`src/rtl/vx_fetch_pkg.sv`:
```
// Shared types and defaults for the fetch stage: tag-table entry, fetch output
// word layout and the warp-id width helper.
package vx_fetch_pkg;

    function automatic int nw_width(input int num_warps);
        return (num_warps > 1) ? $clog2(num_warps) : 1;
    endfunction

    localparam int DEF_NUM_WARPS       = 4;
    localparam int DEF_NUM_THREADS     = 4;
    localparam int DEF_XLEN            = 32;
    localparam int DEF_UUID_WIDTH      = 1;
    localparam int DEF_MAX_OUTSTANDING = 4;
    localparam int DEF_NW_WIDTH        = nw_width(DEF_NUM_WARPS);

    typedef struct packed {
        logic [DEF_UUID_WIDTH-1:0]  uuid;
        logic [DEF_NUM_THREADS-1:0] tmask;
        logic [DEF_XLEN-1:0]        pc;
    } tag_entry_t;

    // Field order is the wire order toward decode, MSB first.
    typedef struct packed {
        logic [DEF_UUID_WIDTH-1:0]  uuid;
        logic [DEF_NW_WIDTH-1:0]    wid;
        logic [DEF_NUM_THREADS-1:0] tmask;
        logic [DEF_XLEN-1:0]        pc;
        logic [31:0]                instr;
    } fetch_data_t;

    localparam int DEF_FETCH_DATAW = $bits(fetch_data_t);

endpackage

```
`src/rtl/vx_fetch_if.sv`:
```
// Schedule, icache request/response and fetch-output handshakes of the fetch stage.
// The master modport is the fetch stage itself; slave is its environment.
interface vx_fetch_if
    import vx_fetch_pkg::*;
#(
    parameter int NW_WIDTH    = DEF_NW_WIDTH,
    parameter int NUM_THREADS = DEF_NUM_THREADS,
    parameter int XLEN        = DEF_XLEN,
    parameter int UUID_WIDTH  = DEF_UUID_WIDTH
);
    localparam int FETCH_DATAW = UUID_WIDTH + NW_WIDTH + NUM_THREADS + XLEN + 32;

    logic                   sched_valid;
    logic [NW_WIDTH-1:0]    sched_wid;
    logic [NUM_THREADS-1:0] sched_tmask;
    logic [XLEN-1:0]        sched_pc;
    logic [UUID_WIDTH-1:0]  sched_uuid;
    logic                   sched_ready;

    logic                   icache_req_valid;
    logic [XLEN-3:0]        icache_req_addr;
    logic [NW_WIDTH-1:0]    icache_req_tag;
    logic                   icache_req_ready;

    logic                   icache_rsp_valid;
    logic [31:0]            icache_rsp_data;
    logic [NW_WIDTH-1:0]    icache_rsp_tag;
    logic                   icache_rsp_ready;

    logic                   fetch_valid;
    logic [FETCH_DATAW-1:0] fetch_data;
    logic                   fetch_ready;

    modport master (
        input  sched_valid, sched_wid, sched_tmask, sched_pc, sched_uuid,
        output sched_ready,
        output icache_req_valid, icache_req_addr, icache_req_tag,
        input  icache_req_ready,
        input  icache_rsp_valid, icache_rsp_data, icache_rsp_tag,
        output icache_rsp_ready,
        output fetch_valid, fetch_data,
        input  fetch_ready
    );

    modport slave (
        output sched_valid, sched_wid, sched_tmask, sched_pc, sched_uuid,
        input  sched_ready,
        input  icache_req_valid, icache_req_addr, icache_req_tag,
        output icache_req_ready,
        output icache_rsp_valid, icache_rsp_data, icache_rsp_tag,
        input  icache_rsp_ready,
        input  fetch_valid, fetch_data,
        output fetch_ready
    );

endinterface

```
`src/rtl/vx_fetch_elastic_buf.sv`:
```
// Two-entry valid/ready buffer: full throughput at one entry, absorbs one extra
// word when the consumer stalls. Head data never moves while it is presented.
module vx_fetch_elastic_buf #(
    parameter int DATAW = 8
) (
    input  logic             clk,
    input  logic             reset,
    input  logic             in_valid,
    input  logic [DATAW-1:0] in_data,
    output logic             in_ready,
    output logic             out_valid,
    output logic [DATAW-1:0] out_data,
    input  logic             out_ready
);
    logic [DATAW-1:0] slot [2];
    logic             rd_ptr;
    logic             wr_ptr;
    logic [1:0]       count;
    logic             push;
    logic             pop;

    assign in_ready  = (count != 2'd2);
    assign out_valid = (count != 2'd0);
    assign out_data  = slot[rd_ptr];
    assign push      = in_valid & in_ready;
    assign pop       = out_valid & out_ready;

    always_ff @(posedge clk or negedge reset) begin
        if (!reset) begin
            rd_ptr <= 1'b0;
            wr_ptr <= 1'b0;
            count  <= 2'd0;
        end else begin
            if (push) wr_ptr <= ~wr_ptr;
            if (pop)  rd_ptr <= ~rd_ptr;
            case ({push, pop})
                2'b10:   count <= count + 2'd1;
                2'b01:   count <= count - 2'd1;
                default: count <= count;
            endcase
        end
    end

    always_ff @(posedge clk) begin
        if (push) slot[wr_ptr] <= in_data;
    end

endmodule

```
`src/rtl/vx_fetch_stage.sv`:
```
// Fetch stage: issues one icache read per scheduled warp, remembers the request
// in a per-warp tag table and joins returning words into the fetch output buffer.
module vx_fetch_stage
    import vx_fetch_pkg::*;
#(
    parameter int NUM_WARPS       = DEF_NUM_WARPS,
    parameter int NUM_THREADS     = DEF_NUM_THREADS,
    parameter int XLEN            = DEF_XLEN,
    parameter int UUID_WIDTH      = DEF_UUID_WIDTH,
    parameter int MAX_OUTSTANDING = DEF_MAX_OUTSTANDING
) (
    input  logic       clk,
    input  logic       reset,
    vx_fetch_if.master fif,
    output logic       busy
);
    localparam int NW_WIDTH    = nw_width(NUM_WARPS);
    localparam int OUT_WIDTH   = $clog2(MAX_OUTSTANDING + 1);
    localparam int FETCH_DATAW = UUID_WIDTH + NW_WIDTH + NUM_THREADS + XLEN + 32;

    logic [NUM_WARPS-1:0]   pending;
    logic [OUT_WIDTH-1:0]   outstanding;
    tag_entry_t             tag_table [NUM_WARPS];

    logic                   sched_open;
    logic                   fire;
    logic                   rsp_accept;
    logic                   rsp_hit;
    fetch_data_t            rsp_word;
    logic                   buf_in_ready;
    logic                   buf_out_valid;
    logic [FETCH_DATAW-1:0] buf_out_data;
    logic [4:0]             settle_cnt;

    // Everything toward the outside is forced low while reset is held.
    assign sched_open = reset & ~pending[fif.sched_wid]
                      & (outstanding < OUT_WIDTH'(MAX_OUTSTANDING));

    assign fif.icache_req_valid = fif.sched_valid & sched_open;
    assign fif.sched_ready      = sched_open & fif.icache_req_ready;
    assign fif.icache_req_addr  = reset ? fif.sched_pc[XLEN-1:2] : '0;
    assign fif.icache_req_tag   = reset ? fif.sched_wid : '0;
    assign fire                 = fif.sched_valid & fif.sched_ready;

    // Stale tags are still accepted so the icache never stalls on them.
    assign fif.icache_rsp_ready = reset & buf_in_ready;
    assign rsp_accept           = fif.icache_rsp_valid & fif.icache_rsp_ready;
    assign rsp_hit              = rsp_accept & pending[fif.icache_rsp_tag];

    always_comb begin
        rsp_word       = '0;
        rsp_word.uuid  = tag_table[fif.icache_rsp_tag].uuid;
        rsp_word.wid   = fif.icache_rsp_tag;
        rsp_word.tmask = tag_table[fif.icache_rsp_tag].tmask;
        rsp_word.pc    = tag_table[fif.icache_rsp_tag].pc;
        rsp_word.instr = fif.icache_rsp_data;
    end

    always_ff @(posedge clk or negedge reset) begin
        if (!reset) begin
            pending     <= '0;
            outstanding <= '0;
        end else begin
            for (int w = 0; w < NUM_WARPS; w++) begin
                if (fire && (fif.sched_wid == NW_WIDTH'(w)))
                    pending[w] <= 1'b1;
                else if (rsp_hit && (fif.icache_rsp_tag == NW_WIDTH'(w)))
                    pending[w] <= 1'b0;
            end
            if (fire && !rsp_hit)
                outstanding <= outstanding + OUT_WIDTH'(1);
            else if (!fire && rsp_hit)
                outstanding <= outstanding - OUT_WIDTH'(1);
        end
    end

    always_ff @(posedge clk) begin
        if (fire) begin
            tag_table[fif.sched_wid].uuid  <= fif.sched_uuid;
            tag_table[fif.sched_wid].tmask <= fif.sched_tmask;
            tag_table[fif.sched_wid].pc    <= fif.sched_pc;
        end
    end

    vx_fetch_elastic_buf #(
        .DATAW (FETCH_DATAW)
    ) u_out_buf (
        .clk       (clk),
        .reset     (reset),
        .in_valid  (rsp_hit),
        .in_data   (rsp_word),
        .in_ready  (buf_in_ready),
        .out_valid (buf_out_valid),
        .out_data  (buf_out_data),
        .out_ready (fif.fetch_ready)
    );

    assign fif.fetch_valid = reset & buf_out_valid;
    assign fif.fetch_data  = reset ? buf_out_data : '0;
    assign busy            = reset & ((outstanding != '0) | buf_out_valid);

    // Responses to requests issued before a reset may trickle in for a while;
    // only after this window is a stale tag treated as a protocol error.
    always_ff @(posedge clk or negedge reset) begin
        if (!reset)
            settle_cnt <= '0;
        else if (!settle_cnt[4])
            settle_cnt <= settle_cnt + 5'd1;
    end

    stale_rsp_chk: assert property (@(posedge clk) disable iff (!reset)
        !(settle_cnt[4] && rsp_accept && !rsp_hit));

    outstanding_chk: assert property (@(posedge clk) disable iff (!reset)
        outstanding <= OUT_WIDTH'(MAX_OUTSTANDING));

endmodule

```
`src/flat_wrapper.sv`:
```
// flat-port wrapper written by rule: the top's interface ports become plain ports
module vx_fetch_stage_flat import vx_fetch_pkg::*;
#(
    parameter int NUM_WARPS       = DEF_NUM_WARPS,
    parameter int NUM_THREADS     = DEF_NUM_THREADS,
    parameter int XLEN            = DEF_XLEN,
    parameter int UUID_WIDTH      = DEF_UUID_WIDTH,
    parameter int MAX_OUTSTANDING = DEF_MAX_OUTSTANDING
)
  (clk, reset, busy, fif_sched_valid, fif_sched_wid, fif_sched_tmask, fif_sched_pc, fif_sched_uuid, fif_sched_ready, fif_icache_req_valid, fif_icache_req_addr, fif_icache_req_tag, fif_icache_req_ready, fif_icache_rsp_valid, fif_icache_rsp_data, fif_icache_rsp_tag, fif_icache_rsp_ready, fif_fetch_valid, fif_fetch_data, fif_fetch_ready);
  vx_fetch_if #(.NUM_THREADS(NUM_THREADS), .XLEN(XLEN), .UUID_WIDTH(UUID_WIDTH)) fif_i ();
  input  logic clk;
  input  logic reset;
  output logic busy;
  input wire logic [$bits(fif_i.sched_valid)-1:0] fif_sched_valid;
  input wire logic [$bits(fif_i.sched_wid)-1:0] fif_sched_wid;
  input wire logic [$bits(fif_i.sched_tmask)-1:0] fif_sched_tmask;
  input wire logic [$bits(fif_i.sched_pc)-1:0] fif_sched_pc;
  input wire logic [$bits(fif_i.sched_uuid)-1:0] fif_sched_uuid;
  output wire logic [$bits(fif_i.sched_ready)-1:0] fif_sched_ready;
  output wire logic [$bits(fif_i.icache_req_valid)-1:0] fif_icache_req_valid;
  output wire logic [$bits(fif_i.icache_req_addr)-1:0] fif_icache_req_addr;
  output wire logic [$bits(fif_i.icache_req_tag)-1:0] fif_icache_req_tag;
  input wire logic [$bits(fif_i.icache_req_ready)-1:0] fif_icache_req_ready;
  input wire logic [$bits(fif_i.icache_rsp_valid)-1:0] fif_icache_rsp_valid;
  input wire logic [$bits(fif_i.icache_rsp_data)-1:0] fif_icache_rsp_data;
  input wire logic [$bits(fif_i.icache_rsp_tag)-1:0] fif_icache_rsp_tag;
  output wire logic [$bits(fif_i.icache_rsp_ready)-1:0] fif_icache_rsp_ready;
  output wire logic [$bits(fif_i.fetch_valid)-1:0] fif_fetch_valid;
  output wire logic [$bits(fif_i.fetch_data)-1:0] fif_fetch_data;
  input wire logic [$bits(fif_i.fetch_ready)-1:0] fif_fetch_ready;
  assign fif_i.sched_valid = fif_sched_valid;
  assign fif_i.sched_wid = fif_sched_wid;
  assign fif_i.sched_tmask = fif_sched_tmask;
  assign fif_i.sched_pc = fif_sched_pc;
  assign fif_i.sched_uuid = fif_sched_uuid;
  assign fif_sched_ready = fif_i.sched_ready;
  assign fif_icache_req_valid = fif_i.icache_req_valid;
  assign fif_icache_req_addr = fif_i.icache_req_addr;
  assign fif_icache_req_tag = fif_i.icache_req_tag;
  assign fif_i.icache_req_ready = fif_icache_req_ready;
  assign fif_i.icache_rsp_valid = fif_icache_rsp_valid;
  assign fif_i.icache_rsp_data = fif_icache_rsp_data;
  assign fif_i.icache_rsp_tag = fif_icache_rsp_tag;
  assign fif_icache_rsp_ready = fif_i.icache_rsp_ready;
  assign fif_fetch_valid = fif_i.fetch_valid;
  assign fif_fetch_data = fif_i.fetch_data;
  assign fif_i.fetch_ready = fif_fetch_ready;
  vx_fetch_stage #(.NUM_WARPS(NUM_WARPS), .NUM_THREADS(NUM_THREADS), .XLEN(XLEN), .UUID_WIDTH(UUID_WIDTH), .MAX_OUTSTANDING(MAX_OUTSTANDING)) u_core (.clk(clk), .reset(reset), .fif(fif_i), .busy(busy));
endmodule
```
`config.mk`:
```
export PLATFORM = sky130hd
export DESIGN_NAME = vx_fetch_stage_flat
export DESIGN_NICKNAME = d
export VERILOG_FILES = /design/src/rtl/vx_fetch_pkg.sv /design/src/rtl/vx_fetch_if.sv /design/src/rtl/vx_fetch_elastic_buf.sv /design/src/rtl/vx_fetch_stage.sv /design/src/flat_wrapper.sv
export SDC_FILE = /design/constraint.sdc
export NUM_CORES = 1
export LEC_CHECK = 0
export ABC_AREA = 1
export ABC_CLOCK_PERIOD_IN_PS = 4700
export CORE_UTILIZATION = 44
export DETAILED_ROUTE_END_ITERATION = 10
export PLACE_DENSITY = 0.7
export SLEW_MARGIN = 20
export SYNTH_ARGS = -nofsm -noshare
export SYNTH_HDL_FRONTEND = slang
export SYNTH_SLANG_ARGS = --single-unit
```
`constraint.sdc`:
```
create_clock -name clk -period 4.7 [get_ports clk]
set_input_delay 0.705 -clock clk [delete_from_list [all_inputs] [get_ports clk]]
set_output_delay 0.705 -clock clk [all_outputs]
set_load 0.02 [all_outputs]
```
==> PnR_summary.wiki <==
{| class="wikitable"
! Metric !! Value
|-
| Multiplexer share of the synthesized area || 0.0966%
|-
| Main combinational cell family by area after synthesis || simple AND/OR/NAND/NOR gates
|-
| Initial DRC Count || 561
|-
| Compound-gate portion of the synthesized area || 7.45%
|-
| CORE AREA || 26,100 um^2
|-
| Endpoint required time on the critical path || 3.99 ns
|-
| Gate Count Post-Synth || 846
|-
| Via count of the first global-routing pass || 6,839
|-
| Area of the multi-input gates || 2200 um^2
|-
| Total I/O pin count || approximately 190
|-
| Setup repair after global routing missed its margin || false
|-
| Setup TNS Final || 0 ns
|-
| Die H || between 150 and 200 um
|-
| Count of cell types in the netlist || 26
|-
| Number of gates resized after CTS || 0
|-
| Overflow left after global routing || 0
|-
| Top cells by area in the synthesized netlist || sky130_fd_sc_hd__edfxtp_1 (75%), sky130_fd_sc_hd__nor2_1 (4.9%), sky130_fd_sc_hd__nand2_1 (3.7%), sky130_fd_sc_hd__o21ai_0 (3.2%), sky130_fd_sc_hd__a22oi_1 (2.8%)
|-
| Top cell type by total area after synthesis || sky130_fd_sc_hd__edfxtp_1
|-
| Slew margin rel. || ~32%
|-
| Syn_nets || 928
|-
| Chip width || 165 um
|-
| Global router's overall resource usage || 18.4%
|-
| Post-synthesis cell area || 11,700 um^2
|-
| Drt first pass iters || 6
|-
| Maximum ir drop on the vdd rail || 310 uV
|-
| Post-route DRC || 0
|-
| Total number of vias || 7,100
|-
| Final critical-path setup slack || 1.05 ns
|-
| Total CTS buffers || 29
|-
| Layout area overhead || 25.2%
|-
| Layout Skew || 0.00582 ns
|-
| Placed inst area || 13,700 um^2
|-
| FILL cells || between 2,000 and 2,500
|-
| Crit path time final || 3.65 ns
|-
| Commonest non-fill, non-tap cell in the layout || sky130_fd_sc_hd__edfxtp_1
|-
| Inserted Diodes || 0
|-
| Clk slew on worst S/H paths || 0.06 ns
|-
| Die outline area || 27,100 um^2
|-
| Power per unit of standard cell area || between 400 and 500 nW/um^2
|-
| Result of the run || finished clean
|-
| Final hold vios || 0
|-
| Max FO, Critical Path || 46
|-
| Storage element area || 8980 um^2
|-
| Share of synthesized cell area in full adder, half adder and majority cells || less than 1%
|-
| Utilization after layout || 56.0%
|-
| Register-to-Register Path Depth || 5
|-
| Worst Setup Path Type || flip-flop to primary output
|-
| Clock Tree Buf Depth || 3
|-
| Placement-stage worst setup slack || about 1.2 ns
|-
| DP HPWL || 14,400 um
|-
| Kind of path behind the tightest hold check || input port to async pin
|-
| Routed WL per cell || 17.8 um
|-
| Post-CTS setup buffer count || 0
|-
| Sequential share of the synthesized area || 77.1%
|-
| Leakage power total || 5.29 nW
|-
| Worst Max-Slew Pin Slew || 1.02 ns
|-
| Source of the worst register-to-register timing path || u_core.u_out_buf.count[0]
|-
| Synth warn || 0
|-
| Arrival time at the worst endpoint || slightly below 3 ns
|-
| Average via count per standard cell || 5.13
|-
| Number of register bits inferred by synthesis || 301
|-
| Area share of xor/xnor cells in the synthesized design || less than 1%
|-
| Total detailed-routing wirelength || 24,700 um
|-
| Pin count of the biggest net entering global routing || between 70 and 80
|-
| Hold-fix buffers at CTS || 0
|-
| Layout cell share with drive strength beyond 1 || 7.71%
|-
| Yosys top cell area share || 74.7%
|-
| Max-cap violations || 0
|-
| # clock sinks || 301
|-
| Post-route cell area || 14,600 um^2
|-
| Syn Area/Cell || 13.8 um^2
|-
| Count of buffers from port buffering || 186
|-
| Residual antenna-violating net count after detailed routing || 0
|-
| First-pass GRT wire length || roughly 38,000 um
|-
| Flop-to-flop setup slack || 2.19 ns
|-
| CTS tree || built
|-
| Root cell of the clock tree || sky130_fd_sc_hd__clkbuf_16
|-
| Share of the cycle needed by the critical path after routing || between 70 and 80%
|-
| Clk Latency, worst-skew pair || 0.53 ns
|-
| Startpoint type of the worst setup path || flip-flop
|-
| Most frequent cells in the layout || sky130_fd_sc_hd__edfxtp_1 (290), sky130_fd_sc_hd__clkdlybuf4s50_1 (185), sky130_fd_sc_hd__nor2_1 (150)
|-
| Number of antenna violations at the first check in global routing || 1
|-
| Total of endpoints with negative setup slack in the final report || 0
|-
| End of the worst register-to-register path || u_core.u_out_buf.slot[0][11]
|-
| Weighted congestion at the end of routability-driven global placement || 0.760
|-
| Max-slew violation count || 0
|-
| CTS HTree Levels || 1
|-
| Starting density of the core || 44.7%
|-
| NumNets Final || between 1,000 and 1,500
|-
| Max Clock Freq || 274 MHz
|-
| Placement Rows || 59
|-
| Critical path capture point type || primary output
|-
| Post-Synth Simple-Gate Area || 10.4%
|}
-- cells in the mapped netlist --
cell type                    n
sky130_fd_sc_hd__a21oi_1     1
sky130_fd_sc_hd__a22oi_1    44
sky130_fd_sc_hd__a22oi_2    13
sky130_fd_sc_hd__buf_2      14
sky130_fd_sc_hd__buf_4       2
sky130_fd_sc_hd__buf_6      12
sky130_fd_sc_hd__clkbuf_1   15
sky130_fd_sc_hd__dfrtp_1    11
sky130_fd_sc_hd__edfxtp_1  290
sky130_fd_sc_hd__fa_1        1
sky130_fd_sc_hd__ha_1        2
sky130_fd_sc_hd__inv_1      53
sky130_fd_sc_hd__inv_2       4
sky130_fd_sc_hd__mux2_2      1
sky130_fd_sc_hd__nand2_1   115
sky130_fd_sc_hd__nand2_2     1
sky130_fd_sc_hd__nand3_1    27
sky130_fd_sc_hd__nand3_2     1
sky130_fd_sc_hd__nand4_1     4
sky130_fd_sc_hd__nor2_1    151
sky130_fd_sc_hd__nor2_2      3
sky130_fd_sc_hd__nor2_4      1
sky130_fd_sc_hd__nor3_2      1
sky130_fd_sc_hd__o21ai_0    74
sky130_fd_sc_hd__xnor2_1     2
sky130_fd_sc_hd__xor2_1      3
-- layout make-up --
class | instances | area share [%]
repair buffers | 195 | 13.2
clock inverters | 16 | 0.669
well taps | 335 | 2.87
clock buffers | 36 | 5.15
inverters | 57 | 1.47
flip-flops and latches | 301 | 61.6
multi-input cells | 445 | 15.1
-- power breakdown --
group | switching [W] | internal [W]
combinational | 0.000742 | 0.000461
clock | 0.000906 | 0.00118
sequential | 0.0000126 | 0.00296
total | 0.00166 | 0.00460
-- cells by family (layout without fill, tap and decap cells) --
logic type,count (synthesis),count (layout)
compound gates,132,132
xor+xnor,5,5
fa+ha+maj,3,3
buf+inv,100,304
flops,301,301
mux,1,1
simple gates,304,304
-- critical path, cell delays in order, from the launching register on --
cell	delay, ns
sky130_fd_sc_hd__dfrtp_2	0.40
sky130_fd_sc_hd__inv_2	0.45
sky130_fd_sc_hd__buf_4	0.56
sky130_fd_sc_hd__nor2_1	0.08
sky130_fd_sc_hd__nor2_1	0.24
sky130_fd_sc_hd__clkdlybuf4s50_1	0.66
-- layer usage --
metal | global-route usage (%) | vias to the layer above | wire (um)
li1 | - | 3370 | -
met1 | 24.8 | 3410 | 10800
met2 | 31.1 | 277 | 11800
met3 | 2.91 | 41 | 1690
met4 | 4.63 | 2 | 471
met5 | 0 | - | 12
-- through the flow --
step                power (W)  hold slack, ns  cells
global route          0.00650           0.185   1385
global placement      0.00423           0.458   1333
finish                0.00626           0.168   1385
detailed placement    0.00423           0.467   1333
floorplan             0.00368           0.409    846
CTS                   0.00631           0.172   1385
-- registers in the layout, summed over array words and instances (netlist names) --
register	flops
u_core.pending	4
u_core.u_out_buf.rd_ptr	1
u_core.outstanding	3
u_core.u_out_buf.wr_ptr	1
u_core.u_out_buf.slot	142
u_core.tag_table	148
u_core.u_out_buf.count	2
-- worst max-delay path by stage --
stage | start | to | slack, ns | depth (start not counted)
after CTS | u_core.u_out_buf.rd_ptr | fif_fetch_data[68] | 1.00 | 5
after global placement | reset | fif_fetch_data[68] | 1.23 | 5
after global routing | u_core.u_out_buf.rd_ptr | fif_fetch_data[68] | 0.89 | 5
after detailed placement | fif_icache_rsp_tag[0] | u_core.u_out_buf.slot[0][11] | 1.19 | 9
final | u_core.u_out_buf.rd_ptr | fif_fetch_data[68] | 1.05 | 5
after floorplan | reset | u_core.u_out_buf.slot[1][0] | 1.15 | 5
Power figures use the tool's default switching activity.
==> RTL change 1 (same settings) <==
Set the package constant `DEF_MAX_OUTSTANDING` to 2 (it was 4).
--- a/src/rtl/vx_fetch_pkg.sv
+++ b/src/rtl/vx_fetch_pkg.sv
@@ -11,5 +11,5 @@
     localparam int DEF_XLEN            = 32;
     localparam int DEF_UUID_WIDTH      = 1;
-    localparam int DEF_MAX_OUTSTANDING = 4;
+    localparam int DEF_MAX_OUTSTANDING = 2;
     localparam int DEF_NW_WIDTH        = nw_width(DEF_NUM_WARPS);
 
Function: changed (Yosys sat finds a counterexample within 4 cycles, from zero or initial values and one cycle with reset low).
==> RTL change 1 against the original RTL <==
- sequential cell count fell by 1
- final cell count fell by 0.51%
- wire length rose by 2.0%
- design area rose by 1.3%
- area after synthesis rose by 0.25%
- setup slack improved by 0.28 ns
- register-to-register slack improved by 0.16 ns
- critical path type unchanged
- critical endpoint is now fif_fetch_data[44]
Power is not compared: it rests on default switching activity, and its combinational part moved more than twofold at a synthesized area within 25%.
==> RTL change 1: results (changes against the original RTL) <==
* Reg2reg end: u_core.u_out_buf.slot[0][70] (was u_core.u_out_buf.slot[0][11])
* Fin Hold WS at 0.192 ns (was 0.168 ns)
* Fillcell total at 2064 (was 2119)
* Clock Path Buffers at 3 (unchanged)
* Top post-synthesis cells by area: edfxtp_1, nor2_1, nand2_1, o21ai_0, a22oi_2 (was edfxtp_1, nor2_1, nand2_1, o21ai_0, a22oi_1)
* Initial antenna violation count at 0 (was 1)
* Net Count, Synth at 914 (was 928)
* Vias at 7020 (was 7100)
* Largest net degree at the start of global routing at 72 (unchanged)
* End of the critical path: fif_fetch_data[44] (was fif_fetch_data[68])
* DP HPWL at 14400 um (about the same)
* DR pass1 iterations at 5 (was 6)
* Diodes inserted at 0 (unchanged)
* Largest regs: u_core.tag_table x148, u_core.u_out_buf.slot x142, u_core.pending x4 (unchanged)
* Routability-driven placement congestion ratio at 0.758 (was 0.760)
* Slowest stage cell on the critical path: clkdlybuf4s50_1 (unchanged)
* Placed insts at 1325 (was 1333)
* Ys async rst share at 3.33% (was 3.65%)
* Worst r2r path cells at 7 (was 5)
* Routed WL at 25200 um (was 24700 um)
* Share of layout cells above drive strength 1 at 11.1% (was 7.71%)
* Final worst slack at 1.34 ns (was 1.05 ns)
* Post-synth cell types at 28 (was 26)
* Gr usage total at 18.5% (was 18.4%)
* Post-synth EDFFs at 290 (unchanged)
* Status: completed (unchanged)
* Synth Area in XOR/XNOR at 0.375% (was 0.376%)
* Num CTS Buffers at 30 (was 29)
* Post-CTS Setup Bufs at 0 (unchanged)
* 1st-iter DRT viols at 472 (was 561)
* Pre-CTS WS at 1.36 ns (was 1.19 ns)
* CTS root buffer: clkbuf_16 (unchanged)
* Syn Area/Cell at 14.0 um2 (was 13.8 um2)
* Area after DPL at 13800 um2 (was 13700 um2)
* Avg Vias per Cell at 5.09 (was 5.13)
* NumNets Final at 1103 (was 1111)
* Register-to-register path setup slack at 2.35 ns (was 2.19 ns)
* Register area share after synthesis at 76.7% (was 77.1%)
* Synth Area in Compound Gates at 8.46% (was 7.45%)
* First-pass GRT wire length at 38300 um (was 37600 um)
* Worst path max stage delay at 0.65 ns
* Crit path arrival time at 2.66 ns (was 2.94 ns)
* Post-layout total power at 5.60 mW
* Post-synth top cells: edfxtp_1, nor2_1, nand2_1, o21ai_0, inv_1 (unchanged)
* Adder-Cell Fraction of Synth Area at 0.214% (was 0.386%)
* Mux share of post-synthesis cell area at 0% (was 0.0966%)
* Input/output buffers at 186 (unchanged)
* Max VDD drop at 0.217 mV
* CP max FO at 24 (was 46)
* Psw at 1.14 mW
* Clock skew at 0.0134 ns (was 0.00582 ns)
* Setup crit start: u_core.u_out_buf.rd_ptr (unchanged)
* Max transition margin at 33.6% (was 32.0%)
* Worst-skew pair later-pin latency at 0.56 ns (was 0.53 ns)
==> RTL change 1: cell count changes after synthesis, moves of 4 or more <==
cell      change
a22oi_1      -17
a22oi_2      +17
nand2_1       -9
nand3_1       -7
clkbuf_1      -5
inv_1         -5
inv_2         +4
nor2_1        -4
==> RTL change 1: cell type report <==
type                       count  area (um2)  area share, %
sequential                   300        8960           60.6
multi-input combinational    434        2250           15.2
timing repair buffer         199        1970           13.3
clock buffer                  33         762           5.15
tap                          335         419           2.83
inverter                      57         216           1.46
clock inverter                20         214           1.45
==> RTL change 1: worst max-delay path: cells and delay by family (launching register included) <==
| kind | cells | cell delay (ns) |
|---|---|---|
| buffers and inverters | 3 | 1.38 |
| AND/OR/NAND/NOR | 2 | 0.30 |
| flip-flops | 1 | 0.40 |
==> RTL change 1: routing by layer <==
metal  wire (um)  vias up  share of wire (%)  track usage, %
met5           0        -                  0               0
met4         514        0                2.0            4.71
met3        1750       39                6.9            3.31
met2       12000      242                 47            31.4
met1       11000     3392                 44            24.7
li1            -     3347                  -               -
==> RTL change 2 (config.mk and constraints unchanged) <==
Made on the original files. Make the reset (`reset`) synchronous in 3 clocked blocks.
--- a/src/rtl/vx_fetch_elastic_buf.sv
+++ b/src/rtl/vx_fetch_elastic_buf.sv
@@ -26,5 +26,5 @@
     assign pop       = out_valid & out_ready;
 
-    always_ff @(posedge clk or negedge reset) begin
+    always_ff @(posedge clk) begin
         if (!reset) begin
             rd_ptr <= 1'b0;
--- a/src/rtl/vx_fetch_stage.sv
+++ b/src/rtl/vx_fetch_stage.sv
@@ -57,5 +57,5 @@
     end
 
-    always_ff @(posedge clk or negedge reset) begin
+    always_ff @(posedge clk) begin
         if (!reset) begin
             pending     <= '0;
@@ -102,5 +102,5 @@
     // Responses to requests issued before a reset may trickle in for a while;
     // only after this window is a stale tag treated as a protocol error.
-    always_ff @(posedge clk or negedge reset) begin
+    always_ff @(posedge clk) begin
         if (!reset)
             settle_cnt <= '0;
Check against the original RTL: same outputs for any inputs over 4 cycles, from zero or initial values and one cycle with reset low; that may be too few to reach the edited logic, so the function may still have changed.
==> RTL change 2 against the original RTL <==
- via count is 0.30% lower
- maximum frequency is 6.9% higher
- wire length is 0.13% lower
- sequential cell count is 1 higher
- global-route usage is 0.14 points higher
- design area is 0.60% higher
- area after synthesis is 1.3% lower
- setup slack better by 0.23 ns
- critical path type unchanged
- highest routed layer is now met4
Power is not compared: it rests on default switching activity, and its combinational part moved more than twofold at a synthesized area within 25%.
==> RTL change 2: results (changes against the original RTL) <==
* Max transition margin at 21.9% (was 32.0%)
* Gr usage total at 18.5% (was 18.4%)
* HP Class: reg2reg (was in2async)
* H-tree Lvls at 1 (unchanged)
* Area after DPL at 13700 um2 (about the same)
* Initial antenna violation count at 1 (unchanged)
* Status: completed (unchanged)
* Yosys warns at 0 (unchanged)
* Post-CTS Setup Bufs at 0 (unchanged)
* CP max FO at 45 (was 46)
* Routed WL at 24700 um (about the same)
* Adder-Cell Fraction of Synth Area at 0.392% (was 0.386%)
* Post-synth cell types at 25 (was 26)
* Net Count, Synth at 927 (was 928)
* DR pass1 iterations at 5 (was 6)
* Post_cts resized at 0 (unchanged)
* Ys async rst share at 0% (was 3.65%)
* First-pass GRT wire length at 38000 um (was 37600 um)
* Worst-skew pair later-pin latency at 0.54 ns
* Worst path max stage delay at 0.67 ns
* DR DRC count at 0 (unchanged)
* Hold_sp: u_core.u_out_buf.rd_ptr
* Clock Path Buffers at 3 (unchanged)
* Max VDD drop at 0.239 mV
* Fillcell total at 1993 (was 2119)
* CTS root buffer: clkbuf_16 (unchanged)
* Share of layout cells above drive strength 1 at 6.93% (was 7.71%)
* Leakage at 5.31 nW
* Crit-path leading delay family: buffers and inverters (unchanged)
* Synth Area in XOR/XNOR at 0.0761% (was 0.376%)
* Clock skew at 0.00870 ns (was 0.00582 ns)
* Routability-driven placement congestion ratio at 0.749 (was 0.760)
* Num CTS Buffers at 30 (was 29)
* Register area share after synthesis at 77.8% (was 77.1%)
* Avg Vias per Cell at 5.11 (was 5.13)
* Largest regs: u_core.tag_table x148, u_core.u_out_buf.slot x142, u_core.pending x4 (unchanged)
* Post-synth EDFFs at 290 (unchanged)
* DP HPWL at 13900 um (was 14400 um)
* NumNets Final at 1112 (was 1111)
* Diodes inserted at 0 (unchanged)
* Post-synth top cells: edfxtp_1, nor2_1, nand2_1, o21ai_0, a22oi_1 (was edfxtp_1, nor2_1, nand2_1, o21ai_0, inv_1)
* Top post-synthesis cells by area: edfxtp_1, nor2_1, a22oi_1, o21ai_0, nand2_1 (was edfxtp_1, nor2_1, nand2_1, o21ai_0, a22oi_1)
* Crit path kind: reg2out (unchanged)
* Slowest stage cell on the critical path: inv_2 (was clkdlybuf4s50_1)
* Synth Area in Compound Gates at 8.21% (was 7.45%)
* 1st-iter DRT viols at 437 (was 561)
* Vias in the first global route at 7094 (was 6839)
* Crit path arrival time at 2.71 ns (was 2.94 ns)
* FF-to-FF Start: u_core.u_out_buf.count[1] (was u_core.u_out_buf.count[0])
* Mux share of post-synthesis cell area at 0% (was 0.0966%)
* Largest net degree at the start of global routing at 86 (was 72)
[RTL change 2: cell types whose count changed after synthesis, sizes merged, moves of 4 or more]
cell,delta
nand3,-9
o21ai,+4
a21oi,+12
a22oi,+7
dfxtp,+12
dfrtp,-11
buf,-9
nand2,-13
clkbuf,+9
[RTL change 2: area by class of cell]
class | instances | area share (%)
Clock buffer | 43 | 5.79
Sequential cell | 302 | 60.9
Timing Repair Buffer | 196 | 13.4
Multi-Input combinational cell | 443 | 14.7
Tap cell | 330 | 2.81
Clock inverter | 13 | 0.852
Inverter | 57 | 1.46
[RTL change 2: per-stage QoR]
| stage | cells | hold WS [ns] | worst slack [ns] | util (%) |
|---|---|---|---|---|
| 2_1_floorplan | 845 | 0.426 | 0.0954 | - |
| 3_3_place_gp | 1326 | 0.427 | 1.36 | 53.8 |
| 3_5_place_dp | 1326 | 0.455 | 1.31 | 53.8 |
| 4_1_cts | 1382 | 0.461 | 1.22 | 57.6 |
| 5_1_grt | 1384 | 0.495 | 1.08 | 57.8 |
| 6_report | 1384 | 0.455 | 1.29 | 57.8 |
[RTL change 2: power breakdown]
group	internal, mW	total (mW)	leakage, nW	switching, mW
logic	0.166	0.384	2.12	0.218
registers	2.98	2.98	2.71	0.00668
clock network	1.37	2.32	0.471	0.950
total	4.51	5.68	5.31	1.17
[RTL change 2: path summary, 6_finish.rpt]
kind,to,slack [ns],cells after the start
setup reg to reg,u_core.u_out_buf.slot[0][49],2.59,6
hold / removal,flip-flop,0.45,1
setup / recovery,fif_fetch_data[0],1.29,5
hold reg to reg,flip-flop,0.45,1
[RTL change 2: metal layers]
| metal | routed length (um) | global-route usage (%) | up-vias |
|---|---|---|---|
| met5 | 0 | 0 | - |
| met4 | 436 | 4.34 | 0 |
| met3 | 1720 | 3.38 | 30 |
| met2 | 11700 | 32.5 | 256 |
| met1 | 10800 | 23.8 | 3395 |
| li1 | - | - | 3398 |
[RTL change 2: kinds of logic after synthesis]
| kind of cell | Yosys count |
|---|---|
| AOI/OAI and AO/OA | 156 |
| xor gates and xnor gates | 1 |
| adders and majority gates | 3 |
| buffers and inverters | 100 |
| DFF | 302 |
| and+or+nand+nor | 283 |
